==> config.mk <==
export PLATFORM = sky130hd
export DESIGN_NAME = imm_ext_pipe
export DESIGN_NICKNAME = d
export VERILOG_FILES = /design/src/rtl/imm_ext_pkg.sv /design/src/rtl/imm_ext_core.sv /design/src/rtl/imm_ext_pipe.sv
export SDC_FILE = /design/constraint.sdc
export NUM_CORES = 1
export LEC_CHECK = 0
export CAP_MARGIN = 0
export CORE_ASPECT_RATIO = 0.7
export CORE_MARGIN = 2
export CORE_UTILIZATION = 57
export DETAILED_ROUTE_END_ITERATION = 12
export DONT_BUFFER_PORTS = 1
export PLACE_DENSITY = 0.75
export SLEW_MARGIN = 25
export SYNTH_ARGS = -nofsm -noshare
export SYNTH_HDL_FRONTEND = slang
export SYNTH_SLANG_ARGS = --single-unit
==> constraint.sdc <==
create_clock -name clk -period 1.4 [get_ports clk]
set_input_delay 0.28 -clock clk [delete_from_list [all_inputs] [get_ports clk]]
set_output_delay 0.28 -clock clk [all_outputs]
set_load 0.05 [all_outputs]
==> src/rtl/imm_ext_pkg.sv <==
`default_nettype none
// ============================================================================
// Module      : imm_ext_pkg
// Description : Shared constants for the immediate-extension stage.
//               Holds the mode encodings, the mode field width and the
//               default immediate/operand widths.
// Revision    : 1.0 - initial release
// ============================================================================
package imm_ext_pkg;

    localparam int MODE_W    = 2;
    localparam int DEF_IN_W  = 16;
    localparam int DEF_OUT_W = 32;

    localparam logic [MODE_W-1:0] MODE_SEXT     = 2'b00;
    localparam logic [MODE_W-1:0] MODE_ZEXT     = 2'b01;
    localparam logic [MODE_W-1:0] MODE_SEXT_SL2 = 2'b10;
    localparam logic [MODE_W-1:0] MODE_LUI      = 2'b11;

endpackage
`default_nettype wire

==> src/rtl/imm_ext_core.sv <==
`default_nettype none
// ============================================================================
// Module      : imm_ext_core
// Description : Combinational immediate extender. Produces an OUT_W-bit
//               operand from an IN_W-bit immediate according to the mode:
//               sign-extend, zero-extend, sign-extend + shift left 2, or
//               load-upper.
// Ports       : in_imm   - raw immediate (IN_W)
//               in_mode  - extension mode (MODE_W)
//               out_data - extended operand (OUT_W)
// Revision    : 1.0 - initial release
// ============================================================================
module imm_ext_core
    import imm_ext_pkg::*;
#(
    parameter int IN_W  = DEF_IN_W,
    parameter int OUT_W = DEF_OUT_W
) (
    input  logic [IN_W-1:0]   in_imm,
    input  logic [MODE_W-1:0] in_mode,
    output logic [OUT_W-1:0]  out_data
);

    localparam int c_EXT_W = OUT_W - IN_W;

    // The shift-left-2 mode drops the top two sign bits, which is only
    // lossless when at least two extension bits exist.
    generate
        if ((OUT_W < IN_W + 2) || (IN_W < 2)) begin : g_bad_width
            $fatal(1, "imm_ext_core: need 2 <= IN_W and OUT_W >= IN_W+2");
        end
    endgenerate

    logic [OUT_W-1:0] w_sext;
    logic [OUT_W-1:0] w_zext;
    logic [OUT_W-1:0] w_sl2;
    logic [OUT_W-1:0] w_lui;

    assign w_sext = {{c_EXT_W{in_imm[IN_W-1]}}, in_imm};
    assign w_zext = {{c_EXT_W{1'b0}}, in_imm};
    assign w_sl2  = {w_sext[OUT_W-3:0], 2'b00};
    assign w_lui  = {in_imm, {c_EXT_W{1'b0}}};

    always_comb begin
        out_data = w_sext;
        case (in_mode)
            MODE_SEXT:     out_data = w_sext;
            MODE_ZEXT:     out_data = w_zext;
            MODE_SEXT_SL2: out_data = w_sl2;
            MODE_LUI:      out_data = w_lui;
            default:       out_data = w_sext;
        endcase
    end

endmodule
`default_nettype wire

==> src/rtl/imm_ext_pipe.sv <==
`default_nettype none
// ============================================================================
// Module      : imm_ext_pipe
// Description : Registered immediate-extension stage with a valid/ready
//               handshake and a 2-entry skid buffer (main + skid register).
//               Extension happens before storage, so both entries hold
//               final operands. Full throughput is kept under backpressure.
// Ports       : clk, rst_n (async, active-low)
//               in_valid/in_ready/in_imm/in_mode    - producer side
//               out_valid/out_ready/out_data/out_mode - consumer side
// Revision    : 1.0 - initial release
// ============================================================================
module imm_ext_pipe
    import imm_ext_pkg::*;
#(
    parameter int IN_W  = DEF_IN_W,
    parameter int OUT_W = DEF_OUT_W
) (
    input  logic              clk,
    input  logic              rst_n,
    input  logic              in_valid,
    output logic              in_ready,
    input  logic [IN_W-1:0]   in_imm,
    input  logic [MODE_W-1:0] in_mode,
    output logic              out_valid,
    input  logic              out_ready,
    output logic [OUT_W-1:0]  out_data,
    output logic [MODE_W-1:0] out_mode
);

    logic [OUT_W-1:0]  w_ext_data;

    logic              r_out_valid;
    logic [OUT_W-1:0]  r_out_data;
    logic [MODE_W-1:0] r_out_mode;
    logic              r_skid_valid;
    logic [OUT_W-1:0]  r_skid_data;
    logic [MODE_W-1:0] r_skid_mode;
    logic              r_in_ready;

    logic              w_in_fire;
    logic              w_main_load;
    logic              w_skid_valid_nxt;

    imm_ext_core #(
        .IN_W  (IN_W),
        .OUT_W (OUT_W)
    ) u_core (
        .in_imm   (in_imm),
        .in_mode  (in_mode),
        .out_data (w_ext_data)
    );

    assign w_in_fire   = in_valid & r_in_ready;
    // Main register may take a new value when empty or being drained.
    assign w_main_load = ~r_out_valid | out_ready;

    // Skid stays full until main can drain; it fills only when a new
    // transaction arrives while main is stalled.
    assign w_skid_valid_nxt = r_skid_valid ? ~w_main_load
                                           : (w_in_fire & ~w_main_load);

    always_ff @(posedge clk or negedge rst_n) begin
        if (!rst_n) begin
            r_out_valid  <= 1'b0;
            r_out_data   <= '0;
            r_out_mode   <= '0;
            r_skid_valid <= 1'b0;
            r_skid_data  <= '0;
            r_skid_mode  <= '0;
            r_in_ready   <= 1'b1;
        end else begin
            if (w_main_load) begin
                if (r_skid_valid) begin
                    r_out_valid <= 1'b1;
                    r_out_data  <= r_skid_data;
                    r_out_mode  <= r_skid_mode;
                end else if (w_in_fire) begin
                    r_out_valid <= 1'b1;
                    r_out_data  <= w_ext_data;
                    r_out_mode  <= in_mode;
                end else begin
                    r_out_valid <= 1'b0;
                end
            end

            // Payload is only written on a real capture so undriven inputs
            // never reach storage.
            if (w_in_fire && !w_main_load) begin
                r_skid_data <= w_ext_data;
                r_skid_mode <= in_mode;
            end

            r_skid_valid <= w_skid_valid_nxt;
            // Registered copy of ~skid_valid so in_ready has no logic
            // in front of the output.
            r_in_ready   <= ~w_skid_valid_nxt;
        end
    end

    assign in_ready  = r_in_ready;
    assign out_valid = r_out_valid;
    assign out_data  = r_out_data;
    assign out_mode  = r_out_mode;

endmodule
`default_nettype wire

# --- Word level (Yosys, flattened, before mapping) ---
# Index checks and enable logic that the tools add are counted.
totals:
  register_bits: 71
  in_bits: 22
  wordCells: 29
classes:
  reduce_logical: 5
  n_bitwise: 6
  mux: 8
  eq_ne: 3
ops:
  columns: ["operator", "n"]
  rows:
  - ["case mux 32 bit (4 select lines)", 1]
  - ["two-way mux 32 bit", 2]
  - ["== test 2 bit (second input constant)", 2]
  - ["two-way mux 2 bit", 2]
  - ["two-way mux 1 bit", 3]
  - ["inverter 1 bit", 3]
  - ["bitwise AND 1 bit", 2]
  - ["== test 2 x 1 -> 1 bit (second input constant)", 1]
  - ["logical NOT 2 bit", 1]
  - ["AND reduction 2 bit", 1]
  - ["nonzero test 2 bit", 1]
  - ["logical AND 1 bit", 1]
  - ["logical NOT 1 bit", 1]
  - ["bitwise OR 1 bit", 1]

# --- Depth between registers and ports, before layout ---
# Gate-level depths: netlist of run 1.
logic_depth:
  ltp_word: 6
  mapped_depth: 5
  ltp_nobuf: 3

# --- Modules after synthesis ---
# A second synthesis of run 1 with hierarchy kept.
hier_totals:
  hier_cells: 233
  hier_area_um2: 3608.5
modules_own_cells:
  columns: ["module", "cells_each", "instances", "area_per_inst_um2"]
  rows:
  - ["imm_ext_pipe", 191, 1, 3248.1]
  - ["imm_ext_core", 42, 1, 360.3]

# --- Least setup slack after synthesis of run 1 ---
# No wires, ideal clock.
synth_timing:
  kind: "flip-flop to flip-flop"
  from: "reg r_out_valid, in the netlist out_valid"
  to: "reg r_out_data[0], in the netlist out_data[0]"
  setup_slack_ps: -265
  n_path_buf: 1
  arrival_ps: 1540
  synth_period_minus_slack_ps: 1665
  stages_incl_launch_ff: 5
  cell_sequence: "dfrtp_1 -> nor2b_1 -> or2_1 -> buf_6 -> mux2_2"
synth_via:
  elab_chain_cells: 3
synth_lines:
  columns: ["element", "line", "source"]
  rows:
  - ["from (decl)", "imm_ext_pipe.sv:33", "logic r_out_valid;"]
  - ["from (signal assigned)", "imm_ext_pipe.sv:65", "r_out_valid <= 1'b0;"]
  - ["from (signal assigned)", "imm_ext_pipe.sv:75", "r_out_valid <= 1'b1;"]
  - ["from (signal assigned)", "imm_ext_pipe.sv:79", "r_out_valid <= 1'b1;"]
  - ["inverter 1 bit", "imm_ext_pipe.sv:56", "assign w_main_load = ~r_out_valid | out_ready;"]
  - ["bitwise OR 1 bit", "imm_ext_pipe.sv:56", null]
  - ["AND reduction 2 bit (no source line)", null, null]
  - ["to (signal assigned)", "imm_ext_pipe.sv:76", "r_out_data <= r_skid_data;"]
  - ["to (signal assigned)", "imm_ext_pipe.sv:80", "r_out_data <= w_ext_data;"]
  - ["to (decl)", "imm_ext_pipe.sv:34", "logic [OUT_W-1:0] r_out_data;"]
# No other way between the ends.
# A chain may end at the register's enable or synchronous reset.

# --- Worst setup path after layout of run 1 ---
layout_timing:
  from: "reg r_in_ready, in the netlist in_ready"
  to: "reg r_out_data[1], in the netlist out_data[1]"
layout_via:
  elab_chain_cells: 3
layout_lines:
  columns: ["element", "line", "source"]
  rows:
  - ["from (decl)", "imm_ext_pipe.sv:39", "logic r_in_ready;"]
  - ["from (signal assigned)", "imm_ext_pipe.sv:97", "r_in_ready <= ~w_skid_valid_nxt;"]
  - ["bitwise AND 1 bit", "imm_ext_pipe.sv:54", "assign w_in_fire = in_valid & r_in_ready;"]
  - ["nonzero test 2 bit (no source line)", null, null]
  - ["AND reduction 2 bit (no source line)", null, null]
# No other way between the ends.

==> flow_summary.ini, run 1 <==
[floorplanning]
io_pins = 58
start_util_pct = 59.94
die_y_um = 69.25
core_sq_mm = 0.005784
dieArea_sq_mm = 0.006732
die_width_um = 97.22
rows = 23

[timing]
max_clock_freq_ghz = 0.6671
maxSlewHeadroom_pct = 64.77
final.setup_skew_ns = 0.004015
finalWorstSetupSlack_ns = -0.09912
whs_ns = -0.3754
worst_slew_pin_slew_ns = 0.5285
period_needed_ns = 1.499
finalSetupTns_ns = -1.544
hold_viol_final = 71
final.period_utilization_pct = 107.1
setup_viol = 54
grt_setup_unrepaired = yes
final_max_slew_viol_count = 0

[grt]
grt_pass1_wl_um = 14390
grt_start_max_net_pins = 72
grt_pass1_vias = 2782
antenna_found_initial = 0
track_usage_pct = 27.07
overflow = 0

[cts]
cts_buffers = 9
clock_sinks = 71
insertion_delay_ns = 0.35
max-clock-path-buffers = 2
cts_tree = done
clk_pin_slew_ns = 0.07
cts_root_buf = clkbuf_8
cts_max_level = 3
postCtsSetupBuffers = 0

[synth]
ys_warn_count = 0
netlist_instances = 363
ys.flop_type = dfrtp_1
synth_area_sq_mm = 0.003467
synthArstFlopShare_pct = 100.0
synth_edf_count = 0
synth_top_cell_area_share_pct = 50.52
synth.avg_cell_area_sq_um = 9.551
yosys.cell_types.count = 25
yosysSeqAreaShare_pct = 51.28
yosysTopAreaCell = dfrtp_1
synth.net_count = 385
ys_ff_latch = 71
synthTopCellsByArea = dfrtp_1 51%, o21ai_0 9.5%, nor2b_1 8.5%

[setup_path]
cp-end-kind = flip-flop
required_ns = 1.63
worstSetupStartpointType = flip-flop
worstPathMaxFanout = 11
crit_arrival_ns = 1.73
critPathKind = flip-flop to flip-flop

[finish]
n_fill_cell = 429
syn_to_final_growth_pct = 23.49
layout-drive-gt1-share_pct = 30.65
fin_area_sq_mm = 0.004282
final_util_pct = 74.02
antenna_cells = 0
layout_common_cells = 68 x dfrtp_1, 45 x nor2b_1, 39 x o21ai_1
final_net_count = 402
layout_commonest_cell = dfrtp_1

[outcome]
violations = hold timing, setup timing
status = complete, but fails checks

[place]
routabilityCongestion = 0.7853
hpwl_um = 5631
portBuffers = 0
placedInstanceArea_sq_mm = 0.003797

[routing]
route.detailed.drc = 0
drt-initial-drc-count = 213
wl_per_cell_um = 19.85
vias = 2920
ant_nets = 0
routed_wl_um = 9129
first_pass_iters = 5
viasPerCell = 6.348

[power]
leakage_uw = 0.001778
cellPowerDensity_mw_per_mm2 = 1671
ir_drop_mv = 0.8852

[hold_path]
min_path_type = input port to async pin

[flow_run]
max_cap_viol_count = 0
## timing repair
action                                 4_1_cts  5_1_grt
setup endpoints to repair                   65       70
endpoints found under the hold margin       71       71
gates resized for setup                     55       33
## registers in the layout, indices dropped and copies added, names as in the netlist
name,flops
in_ready,1
out_data,32
out_mode,2
out_valid,1
r_skid_data,32
r_skid_mode,2
r_skid_valid,1
## area by class of cell
cell class | instances | area [sq um] | area share (%)
repair buffers | 41 | 430.4 | 10.05
multi-input cells | 254 | 1782 | 41.61
flip-flops and latches | 71 | 1784 | 41.67
well taps | 75 | 93.84 | 2.192
clock buffers | 16 | 180.2 | 4.208
inverters | 3 | 11.26 | 0.2630
## routing by layer
| layer | GRT usage (%) | part of all wire (%) | routed length [um] | vias to the layer above |
|---|---|---|---|---|
| li1 | - | - | - | 1332 |
| met1 | 36.61 | 42 | 3860 | 1461 |
| met2 | 43.21 | 49 | 4485 | 114 |
| met3 | 8.669 | 7.4 | 673 | 13 |
| met4 | 6.481 | 1.2 | 109 | 0 |
| met5 | 0 | 0 | 0 | - |
## logic make-up (layout without fill, tap and decap cells)
| kind of cell | Yosys count | count (layout) | synth area share, % |
|---|---|---|---|
| DFF | 71 | 71 | 51.28 |
| and+or+nand+nor | 90 | 90 | 13.71 |
| AOI/OAI and AO/OA | 157 | 157 | 27.35 |
| buffers and inverters | 38 | 60 | 5.449 |
| muxes | 7 | 7 | 2.201 |
## synthesized netlist by cell type (2+ instances only)
cell type  count
dfrtp_1       70
o21ai_0       66
nor2b_1       47
nand2_1       36
o31ai_1       30
a211oi_1      28
a21oi_1       28
clkbuf_1      17
buf_2         12
mux2_2         5
buf_6          4
nand2b_1       4
inv_1          3
mux2i_1        2
## final timing paths
| kind | from | endpoint | slack, ns | cells after the start |
|---|---|---|---|---|
| setup / recovery | in_ready | out_data[1] | -0.1 | 4 |
| hold / removal | rst_n | r_skid_data[30] | -0.38 | 0 |
| setup reg to reg | in_ready | out_data[1] | -0.1 | 4 |
| hold reg to reg | r_skid_data[5] | r_skid_data[5] | 0.49 | 2 |
| max in group asynchronous | rst_n | in_ready | 1.59 | 0 |
| min in group clk | in_mode[1] | r_skid_mode[1] | 0.09 | 1 |
## critical path: stages (launching register included)
cell and delay [ns]:
dfstp_4 0.64, a21oi_4 0.06, or2_4 0.25, buf_12 0.16, mux2_2 0.27
## stage by stage
| step | cells | worst slack [ns] | total power (uW) | hold slack [ns] |
|---|---|---|---|---|
| floorplan | 363 | -0.1262 | 4691 | -0.01559 |
| global placement | 444 | -0.08708 | 5213 | -0.01397 |
| detailed placement | 444 | -0.1649 | 5299 | -0.01419 |
| CTS | 460 | -0.1094 | 7029 | -0.3832 |
| global route | 460 | -0.1307 | 7494 | -0.4017 |
| finish | 460 | -0.09912 | 7155 | -0.3754 |
## power breakdown
| part | internal, uW | switching (uW) |
|---|---|---|
| combinational | 882 | 1480 |
| sequential | 2570 | 715 |
| clock | 794 | 722 |
(Power assumes the default switching activity.)
==> inputs of run 2 (changes only) <==
- PLACE_DENSITY: 0.75 -> 0.85
==> flow_summary.ini, run 2 (same netlist as run 1, synthesis figures left out) <==
[finish]
antenna_cells = 0
final_net_count = 408
layout-drive-gt1-share_pct = 29.16
layout_commonest_cell = dfrtp_1
layout_common_cells = 68 x dfrtp_1, 45 x nor2b_1, 35 x buf_4, 33 x o21ai_1
fin_cells = 466
n_fill_cell = 415
syn_to_final_growth_pct = 22.81

[grt]
antenna_found_initial = 0
grt_start_max_net_pins = 72
grt_pass1_vias = 2827
track_usage_pct = 27.27
grt_pass1_wl_um = 14580
overflow = 0

[cts]
max-clock-path-buffers = 2
clk_pin_slew_ns = 0.07
cts_root_buf = clkbuf_8
cts_buffers = 9
insertion_delay_ns = 0.35
clock_sinks = 71
cts_max_level = 3
cts_tree = done

[routing]
first_pass_iters = 4
ant_nets = 0
routed_wl_um = 9363
wl_per_cell_um = 20.09
viasPerCell = 6.376
route.detailed.drc = 0
drt-initial-drc-count = 214
vias = 2971

[setup_path]
cp-end-kind = flip-flop
critPathKind = flip-flop to flip-flop
crit_arrival_ns = 1.74
r2r_setup_slack_ns = -0.12
worstSetupStartpointType = flip-flop
required_ns = 1.62
reg2reg_depth = 4
worstPathMaxFanout = 33

[power]
ir_drop_mv = 0.9675
leakage_uw = 0.001804
cellPowerDensity_mw_per_mm2 = 1728

[floorplanning]
die_y_um = 69.25
dieArea_sq_mm = 0.006732
rows = 23
core_sq_mm = 0.005784
io_pins = 58
die_width_um = 97.22
start_util_pct = 59.94

[timing]
final.setup_skew_ns = 0.006683
maxSlewHeadroom_pct = 66.02
max_clock_freq_ghz = 0.6583
finalSetupTns_ns = -3.398
grt_setup_unrepaired = yes
final_max_slew_viol_count = 0
worst_slew_pin_slew_ns = 0.5097
setup_viol = 56
hold_viol_final = 71
final.period_utilization_pct = 108.5
period_needed_ns = 1.519
whs_ns = -0.3839
finalWorstSetupSlack_ns = -0.1191

[outcome]
violations = hold timing, setup timing
status = complete, but fails checks

[place]
place_inst = 444
routabilityCongestion = 0.8377
pre_cts_ws_ns = -0.1151
portBuffers = 0
hpwl_um = 5606

[flow_run]
max_cap_viol_count = 0

[hold_path]
min_path_type = input port to async pin
[run 2: cell count changes in the layout (fill, tap and decap cells not counted), sizes merged]
cell    change
clkinv      +1
buf         +4
bufinv      +1
[run 2: routing by layer]
layer  up-vias  part of all wire, %  GRT usage (%)
met4         0                  1.8          8.796
met1      1470                   41          38.59
li1       1347                    -              -
met3        22                  9.8          10.08
met5         -                    0              0
met2       132                   47          39.43
[run 2: final timing paths]
path | from | to
max in group asynchronous | rst_n | in_ready
min in group clk | in_mode[1] | r_skid_mode[1]
worst max register to register | in_ready | out_data[29]
worst max-delay path | in_ready | out_data[29]
worst min register to register | r_skid_data[29] | r_skid_data[29]
worst min-delay path | rst_n | r_skid_data[18]
[run 2: cell type report]
| class | count | area [sq um] | share of cell area (%) |
|---|---|---|---|
| Multi-Input combinational cell | 254 | 1663 | 39.05 |
| Inverter | 3 | 11.26 | 0.2645 |
| Timing Repair Buffer | 47 | 478.0 | 11.23 |
| Clock inverter | 2 | 35.03 | 0.8228 |
| Sequential cell | 71 | 1784 | 41.90 |
| Tap cell | 75 | 93.84 | 2.204 |
| Clock buffer | 14 | 192.7 | 4.525 |
[run 2: what timing repair did]
item	4_1_cts	5_1_grt
pin swaps	0	5
resized for setup	5	52
endpoints found under the hold margin	71	71
setup endpoints to repair	37	47
gates cloned	0	5
setup buffers	0	1
[run 2: through the flow]
stage,power (uW),area (sq um),util [%]
floorplan,4691,3516,-
global placement,5233,3785,65.43
detailed placement,5321,3785,65.43
CTS,7147,4024,69.57
global route,7663,4258,73.61
finish,7357,4258,73.61
[run 2: power breakdown]
| part | switching [uW] | internal, uW |
|---|---|---|
| Clock | 754 | 1060 |
| Combinational | 1490 | 847 |
| Sequential | 636 | 2570 |
[run 2: critical path, stage by stage (launching register included)]
cell and delay (ns):
dfstp_4 0.64, a21oi_4 0.06, buf_4 0.24, o21ai_0 0.31
o31ai_2 0.12
==> inputs of run 3 (changes only) <==
- CORE_UTILIZATION: 57 -> 59
- CTS_BUF_LIST: unset -> sky130_fd_sc_hd__clkbuf_8
- PLACE_DENSITY: 0.85 -> 0.88
==> flow_summary.ini, run 3 (same netlist as run 1, synthesis figures left out) <==
[outcome]
status = complete, but fails checks
violations = hold timing, setup timing

[routing]
routed_wl_um = 10320
ant_nets = 0
wl_per_cell_um = 22.28
vias = 3105
drt-initial-drc-count = 449
viasPerCell = 6.706
first_pass_iters = 6
route.detailed.drc = 0

[timing]
grt_setup_unrepaired = yes
period_needed_ns = 1.748
final.setup_skew_ns = 0.008310
whs_ns = -0.3843
setup_viol = 41
hold_viol_final = 71
finalWorstSetupSlack_ns = -0.3480
final_max_slew_viol_count = 0
final.period_utilization_pct = 124.9
max_clock_freq_ghz = 0.5721
maxSlewHeadroom_pct = 58.29
worst_slew_pin_slew_ns = 0.6219

[cts]
cts_max_level = 3
insertion_delay_ns = 0.35
cts_buffers = 9
clock_sinks = 71
clk_pin_slew_ns = 0.08
cts_root_buf = clkbuf_8
cts_tree = done
max-clock-path-buffers = 2

[setup_path]
crit_arrival_ns = 1.94
startpoint = in_ready
reg2reg_to = out_data[12]
worstSetupStartpointType = flip-flop
cp-end-kind = flip-flop
timing.rr.start = in_ready
required_ns = 1.59
reg2reg_depth = 4
r2r_setup_slack_ns = -0.35
critPathKind = flip-flop to flip-flop
worstPathMaxFanout = 33

[floorplanning]
dieArea_sq_mm = 0.006515
io_pins = 58
rows = 23
die_width_um = 95.63
start_util_pct = 60.85
die_y_um = 68.14
core_sq_mm = 0.005698

[hold_path]
min_path_type = input port to async pin

[grt]
track_usage_pct = 30.59
grt_start_max_net_pins = 72
grt_pass1_vias = 2752
antenna_found_initial = 0
overflow = 0
grt_pass1_wl_um = 14450

[finish]
layout-drive-gt1-share_pct = 27.58
antenna_cells = 0
layout_commonest_cell = dfrtp_1
layout_common_cells = 68 x dfrtp_1, 45 x nor2b_1, 30 x buf_4, 29 x o21ai_0, 29 x o21ai_1
final_util_pct = 75.85
final_net_count = 405
fin_area_sq_mm = 0.004322
syn_to_final_growth_pct = 24.65
n_fill_cell = 361

[place]
portBuffers = 0
placedInstanceArea_sq_mm = 0.003760
routabilityCongestion = 0.8278
hpwl_um = 5261

[power]
internal_power_uw = 4449
leakage_uw = 0.001838
power.share.switching_pct = 39.96
finalPower_uw = 7410
ir_drop_mv = 0.9782
seq_power_share_pct = 43.5
switching_power_uw = 2961
cellPowerDensity_mw_per_mm2 = 1715
p_comb_share_pct = 33.3
clockPowerShare_pct = 23.2

[flow_run]
max_cap_viol_count = 0
[run 3: cell count changes in the layout (fill, tap and decap cells not counted), moves of 3 or more]
cell	delta
nand2_2	-11
nand2_1	+10
o31ai_1	-9
o31ai_2	+7
buf_4	-5
clkbuf_8	-5
o21ai_0	+4
o21ai_1	-4
buf_16	+3
inv_1	+3
[run 3: area by class of cell]
cell class	instances	area, sq um	area share, %
Inverter	3	11.26	0.2606
Sequential cell	71	1784	41.29
Multi-Input combinational cell	254	1713	39.64
Tap cell	75	93.84	2.171
Clock buffer	9	123.9	2.866
Clock inverter	7	81.33	1.882
Timing Repair Buffer	44	514.2	11.90
[run 3: metrics by stage]
stage | setup slack, ns | TNS [ns] | hold slack, ns | instances
detailed placement | -0.2033 | -2.064 | -0.01370 | 439
finish | -0.3480 | -3.363 | -0.3843 | 463
CTS | -0.1279 | -2.900 | -0.3932 | 462
floorplan | -0.1262 | -4.807 | -0.01559 | 363
global route | -0.3088 | -4.642 | -0.4060 | 463
global placement | -0.09950 | -1.071 | -0.01368 | 439
[run 3: worst max-delay path by stage]
stage / to / cells past startpoint / slack (ns)
detailed placement: out_data[9] / 5 / -0.20
finish: out_data[12] / 4 / -0.35
floorplan: out_data[14] / 5 / -0.13
CTS: out_data[11] / 5 / -0.13
global placement: out_data[8] / 5 / -0.1
global route: out_data[12] / 4 / -0.31
[run 3: repair_timing]
item,4_1_cts,5_1_grt
buffers inserted,3,1
hold endpoints to repair,71,71
pin swaps,1,0
setup endpoints to repair,39,45
cloned,4,0
gates resized for setup,19,37
[run 3: power groups by stage]
stage          clock (uW)  combinational [uW]  sequential (uW)
4_1_cts              1730                2260             3190
3_3_place_gp            0                2010             3200
5_1_grt              1820                2600             3280
3_5_place_dp            0                2070             3220
2_1_floorplan           0                 861             3830
6_report             1720                2470             3230
[run 3: worst max-delay path: stages (launching register included)]
cell     delay [ns]
dfstp_4        0.64
a21oi_4        0.06
buf_4          0.24
o21ai_0        0.47
o31ai_2        0.18
[run 3: per-layer routing]
metal  vias to the layer above  GRT usage [%]  part of all wire (%)
li1                       1346              -                     -
met1                      1497          39.28                    37
met2                       225          47.99                    48
met3                        37          12.44                    12
met4                         0          9.643                   3.3
met5                         -              0                     0
